==> src/rtl/alu_cmd_sequencer.sv <==
// Command sequencer for a combinational 64-bit ALU: registers operands/controls,
// waits SETTLE cycles for the result, captures it and hands it back over a valid/ready response.
module alu_cmd_sequencer #(
  parameter int unsigned SETTLE = 1
) (
  input  logic        clk,
  input  logic        rst_n,
  input  logic        cmd_valid,
  output logic        cmd_ready,
  input  logic [2:0]  cmd_op,
  input  logic [63:0] cmd_a,
  input  logic [63:0] cmd_b,
  output logic [63:0] alu_a,
  output logic [63:0] alu_b,
  output logic        alu_b_inv,
  output logic        alu_sel0,
  output logic        alu_sel1,
  input  logic [63:0] alu_out,
  input  logic        alu_ov,
  output logic        rsp_valid,
  input  logic        rsp_ready,
  output logic [63:0] rsp_data,
  output logic        rsp_ov,
  output logic        rsp_err,
  output logic [15:0] op_count
);

  typedef enum logic [2:0] {IDLE, DRIVE, SETTLE_WAIT, CAPTURE, RESP} state_t;
  typedef struct packed {
    logic b_inv;
    logic sel1;
    logic sel0;
  } alu_ctrl_t;

  // A zero settle time still needs one cycle for the operand registers to reach the ALU.
  localparam logic [3:0] SETTLE_CYC = (SETTLE == 0) ? 4'd1 : 4'(SETTLE);

  localparam logic [2:0] OP_NEG = 3'd5;

  state_t    state, nxt;
  alu_ctrl_t ctrl_q, op_ctrl;
  logic [3:0] settle_cnt;
  logic       legal;

  assign legal = (cmd_op <= OP_NEG);

  always_comb begin
    op_ctrl = '0;
    case (cmd_op)
      3'd1:    op_ctrl = '{b_inv: 1'b1, sel1: 1'b0, sel0: 1'b0};
      3'd2:    op_ctrl = '{b_inv: 1'b0, sel1: 1'b0, sel0: 1'b1};
      3'd3:    op_ctrl = '{b_inv: 1'b0, sel1: 1'b1, sel0: 1'b0};
      3'd4:    op_ctrl = '{b_inv: 1'b0, sel1: 1'b1, sel0: 1'b1};
      3'd5:    op_ctrl = '{b_inv: 1'b1, sel1: 1'b0, sel0: 1'b0};
      default: op_ctrl = '0;
    endcase
  end

  always_ff @(posedge clk) begin
    if (!rst_n) state <= IDLE;
    else        state <= nxt;
  end

  always_comb begin
    nxt = state;
    case (state)
      IDLE:        if (cmd_valid) nxt = legal ? DRIVE : RESP;
      DRIVE:       nxt = SETTLE_WAIT;
      SETTLE_WAIT: if (settle_cnt <= 4'd1) nxt = CAPTURE;
      CAPTURE:     nxt = RESP;
      RESP:        if (rsp_ready) nxt = IDLE;
      default:     nxt = IDLE;
    endcase
  end

  always_comb begin
    cmd_ready = (state == IDLE);
    rsp_valid = (state == RESP);
  end

  always_ff @(posedge clk) begin
    if (!rst_n) begin
      alu_a      <= '0;
      alu_b      <= '0;
      ctrl_q     <= '0;
      settle_cnt <= '0;
      rsp_data   <= '0;
      rsp_ov     <= 1'b0;
      rsp_err    <= 1'b0;
      op_count   <= '0;
    end else begin
      case (state)
        IDLE: if (cmd_valid) begin
          if (legal) begin
            alu_a  <= (cmd_op == OP_NEG) ? 64'd0 : cmd_a;
            alu_b  <= cmd_b;
            ctrl_q <= op_ctrl;
          end else begin
            rsp_data <= '0;
            rsp_ov   <= 1'b0;
            rsp_err  <= 1'b1;
          end
        end
        DRIVE:       settle_cnt <= SETTLE_CYC;
        SETTLE_WAIT: if (settle_cnt != 4'd0) settle_cnt <= settle_cnt - 4'd1;
        CAPTURE: begin
          rsp_data <= alu_out;
          rsp_ov   <= alu_ov;
          rsp_err  <= 1'b0;
        end
        RESP:        if (rsp_ready) op_count <= op_count + 16'd1;
        default: ;
      endcase
    end
  end

  assign alu_b_inv = ctrl_q.b_inv;
  assign alu_sel1  = ctrl_q.sel1;
  assign alu_sel0  = ctrl_q.sel0;

endmodule

==> config.mk <==
export PLATFORM = sky130hd
export DESIGN_NAME = alu_cmd_sequencer
export DESIGN_NICKNAME = d
export VERILOG_FILES = /design/src/rtl/alu_cmd_sequencer.sv
export SDC_FILE = /design/constraint.sdc
export NUM_CORES = 1
export LEC_CHECK = 0
export ABC_AREA = 1
export CAP_MARGIN = 25
export CORE_ASPECT_RATIO = 0.6
export CORE_MARGIN = 4
export CORE_UTILIZATION = 41
export CTS_BUF_LIST = sky130_fd_sc_hd__clkbuf_16
export DETAILED_ROUTE_END_ITERATION = 7
export PLACE_DENSITY = 0.79
export SYNTH_ARGS = -nofsm -noshare
export SYNTH_HDL_FRONTEND = slang
export SYNTH_SLANG_ARGS = --single-unit
==> constraint.sdc <==
create_clock -name clk -period 1.7 [get_ports clk]
set_clock_uncertainty 0.15 [all_clocks]
set_input_delay 0.34 -clock clk [delete_from_list [all_inputs] [get_ports clk]]
set_output_delay 0.34 -clock clk [all_outputs]
set_load 0.01 [all_outputs]
==> results summary <==
The total clock buffers created by CTS is 21. Hold is met by 0.0429 ns. The number of synthesized register bits is 220.

The first global-routing pass estimated 46.2 mm of wire. The fraction of final layout cells with drive strength greater than 1 is 0.0706. The post-synthesis xor/xnor area fraction came out at 0.00100. The worst slew slack as a fraction of its limit is 0.775. The maximum clock path buffer count is 3.

IR analysis of the VDD net gives a maximum drop of 711 µV. The first-iteration detailed-routing DRC count came out at 494. The largest total area in the synthesized netlist belongs to dfxtp_1. The combinational group share of total power is 0.231. The cell row count came out at 41. The detailed-router iteration count before antenna repair came out at 5.

The slew of the pin with the lowest slew margin came out at 0.334 ns. The routed via count came out at slightly above 9000. The standard cell core area is 21000 µm².

The number of vias per cell after detailed routing came out at 4.90. The height of the die is 121 µm. After detailed placement, the total cell area comes to 13500 µm².

The number of remaining DRC errors is 0. The number of antenna violations at the first check in global routing is 0. Based on the critical path, the design can be clocked at up to 591 MHz. The share of synthesized cell area in full adder, half adder and majority cells is 0.00428.

The net switching power figure came out at 0.00378 W. The tree is rooted in a clkbuf_16. The worst setup path is launched from a flop.

The clock latency on the worst-skew pair came out at 0.49 ns. The max-slew violation total from the final report came out at 0. The number of input and output port buffers inserted came out at about 410. Entering global routing, the biggest net connects 70 pins.

Dividing total power by cell area gives a power density of roughly 970 nW/µm². The clock slew seen by the registers of the worst setup and hold paths is ~0.060 ns. The number of different library cells used by synthesis comes to 27. The post-synthesis net count came out at 1367. The number of maximum-capacitance constraint violations is 0. TritonCTS built the clock tree. The mean routed wirelength per cell is 16.3 µm.

The area enclosed by the die boundary came out at between 20000 and 25000 µm². In this run the count of I/O pins placed on the die edge is between 400 and 500. The simple-gate share of the synthesized area is 0.302. The type of destination of the critical path is a primary output.

The critical path required time came out at about 1.2 ns. The worst path needs 1.69 ns of the cycle, external delays included. Setup repair after global routing could not meet its margin everywhere. At the worst endpoint, the arrival time is 1.20 ns. The leakage component of the power is about 6.6 nW. Counting every sink on the clock net gives 220.

The internal power of the cells totals between 0.009 and 0.01 W. The initial utilization of the core area, before any placement, comes to 0.418. Summed over all layers, the routed wires come to 30.3 mm. Relative to the synthesized area, the layout overhead comes to 58.9%. The total global routing track utilization is 0.237. Prior to clock tree synthesis, the placed netlist has a worst setup slack of -0.345 ns. The aggregate global routing overflow came out at 0.

The type of the tightest min-delay check is in -> reg. The switching part of the total power is 0.281. The area fraction of the dominant cell type after synthesis is 0.503. The clock network power share is 0.335. The smallest setup slack after layout is 0.00791 ns. After synthesis, the largest family of logic cells by area is simple AND/OR/NAND/NOR gates. The count of H-tree levels built during CTS is 1. Ranked by total cell area, the synthesized netlist is headed by dfxtp_1, nand2_1, a21oi_1.

The congestion estimate from routability-driven global placement came to 0.889. A synthesized cell averages 7.53 µm². The sequential element share of the synthesized area is 0.503. The compound-cell area share of the yosys netlist came to 0.0915. The residual antenna-violating net count after detailed routing is 0. The top fanout value on the critical path is 4. Of the total power, registers draw 0.434. The gate count of the mapped netlist is 1164. The post-DP HPWL came out at ~22 mm. The number of hold violations in the final report came out at 0.

The Yosys step of the flow raised 0 warnings. The net total in the final layout came out at about 1800. The die is roughly 200 µm wide. The number of antenna diodes came out at 0.

The flow ran to the end, and the final reports show no timing, DRC or antenna violations. The final standard cell area without fillers came out at 13900 µm². The number of setup violations in the final report came out at 0. The mux cell area share after synthesis came out at 0.0377. The setup path with the least slack is of type reg -> out.

The final cell count without fillers is 1866. The final worst-path cycle share is 0.995. The number of placed cells counting well taps came out at 1826. The area of the mapped netlist came out at 8760 µm². The via count of the first global-routing pass was 8530.
[placed cells by master (no fill, tap or decap), types with 2 or more instances in the layout]
master / count
nor3_1: 4
ha_1: 3
nand3_4: 2
clkbuf_2: 2
buf_6: 3
buf_12: 16
nor2_1: 126
dlygate4sd2_1: 205
a21oi_1: 150
inv_1: 39
dfxtp_4: 2
nand3b_1: 34
buf_2: 2
dfxtp_1: 207
bufinv_16: 2
inv_2: 2
clkinv_1: 6
clkdlybuf4s50_1: 198
clkdlybuf4s15_2: 2
nand4_1: 7
nand2_2: 2
nand3_2: 2
mux2i_1: 33
clkdlybuf4s15_1: 4
clkbuf_16: 21
nand3_1: 75
nand2_1: 372
o21ai_0: 9
buf_4: 36
dfxtp_2: 11
[worst max-delay path: stages, from the launching register on]
cell,delay [ns]
dfxtp_4,0.37
nor3_4,0.18
buf_2,0.17
[path summary, 6_finish.rpt]
| path | from | to | slack [ns] | cells after the start |
|---|---|---|---|---|
| max | state[2] | cmd_ready | 0.008 | 2 |
| min | rst_n | alu_b_inv | 0.04 | 3 |
| max reg2reg | state[2] | rsp_data[55] | 0.11 | 8 |
| min reg2reg | alu_a[15] | alu_a[15] | 0.31 | 2 |
[flip-flops by register name, summed over array words and instances (netlist names), 3 cells and up]
register,count
op_count,16
state,3
rsp_data,64
settle_cnt,4
alu_b,64
alu_a,64
[synthesized netlist by cell type, drive strengths merged]
| master | n |
|---|---|
| a21oi | 150 |
| a31oi | 1 |
| buf | 52 |
| clkbuf | 30 |
| clkinv | 1 |
| dfxtp | 220 |
| ha | 3 |
| inv | 35 |
| mux2i | 33 |
| nand2 | 374 |
| nand3 | 79 |
| nand3b | 34 |
| nand4 | 8 |
| nor2 | 127 |
| nor3 | 5 |
| nor3b | 1 |
| o21ai | 9 |
| or2 | 1 |
| xnor2 | 1 |
[cells by family (layout without fill, tap and decap cells)]
family,Yosys count,count (layout)
simple gates,629,629
flops,220,220
compound gates,160,160
fa+ha+maj,3,3
buf+inv,118,541
mux,33,33
xor+xnor,1,1
[cell type report]
cell class / instances / area, µm²
fill: 1819 / 7060
timing repair buffer: 468 / 4480
multi-input combinational: 826 / 3870
inverter: 36 / 150
sequential: 220 / 4430
clock inverter: 16 / 116
tap: 279 / 349
clock buffer: 21 / 526
[what timing repair did]
item | in CTS | in global routing
endpoints found under the setup margin | 216 | 65
pin swaps | 1 | 0
gates resized for setup | 240 | 20
setup buffers | 1 | 2
hold buffers | 0 | 0
cloned | 0 | 0
[metrics by stage]
stage               power, W   util  setup TNS, ns
floorplan            0.00743      -              0
global route          0.0141  0.664         -0.129
global placement     0.00926  0.642         -49.93
detailed placement   0.00934  0.642         -53.20
CTS                   0.0135  0.661        -0.0450
finish                0.0135  0.664              0
[power by group through the flow]
stage	Clock (W)	Sequential (W)	Combinational [W]
3_5_place_dp	0	0.00596	0.00337
4_1_cts	0.00460	0.00584	0.00311
3_3_place_gp	0	0.00594	0.00331
2_1_floorplan	0	0.00615	0.00128
5_1_grt	0.00481	0.00590	0.00340
6_report	0.00451	0.00585	0.00311
[per-layer routing]
| metal | up-vias | track usage | part of all wire |
|---|---|---|---|
| li1 | 4570 | - | - |
| met1 | 4231 | 0.298 | 0.41 |
| met2 | 288 | 0.402 | 0.48 |
| met3 | 59 | 0.0677 | 0.079 |
| met4 | 0 | 0.0645 | 0.030 |
| met5 | - | 0 | 0 |
Power figures use the tool's default switching activity.
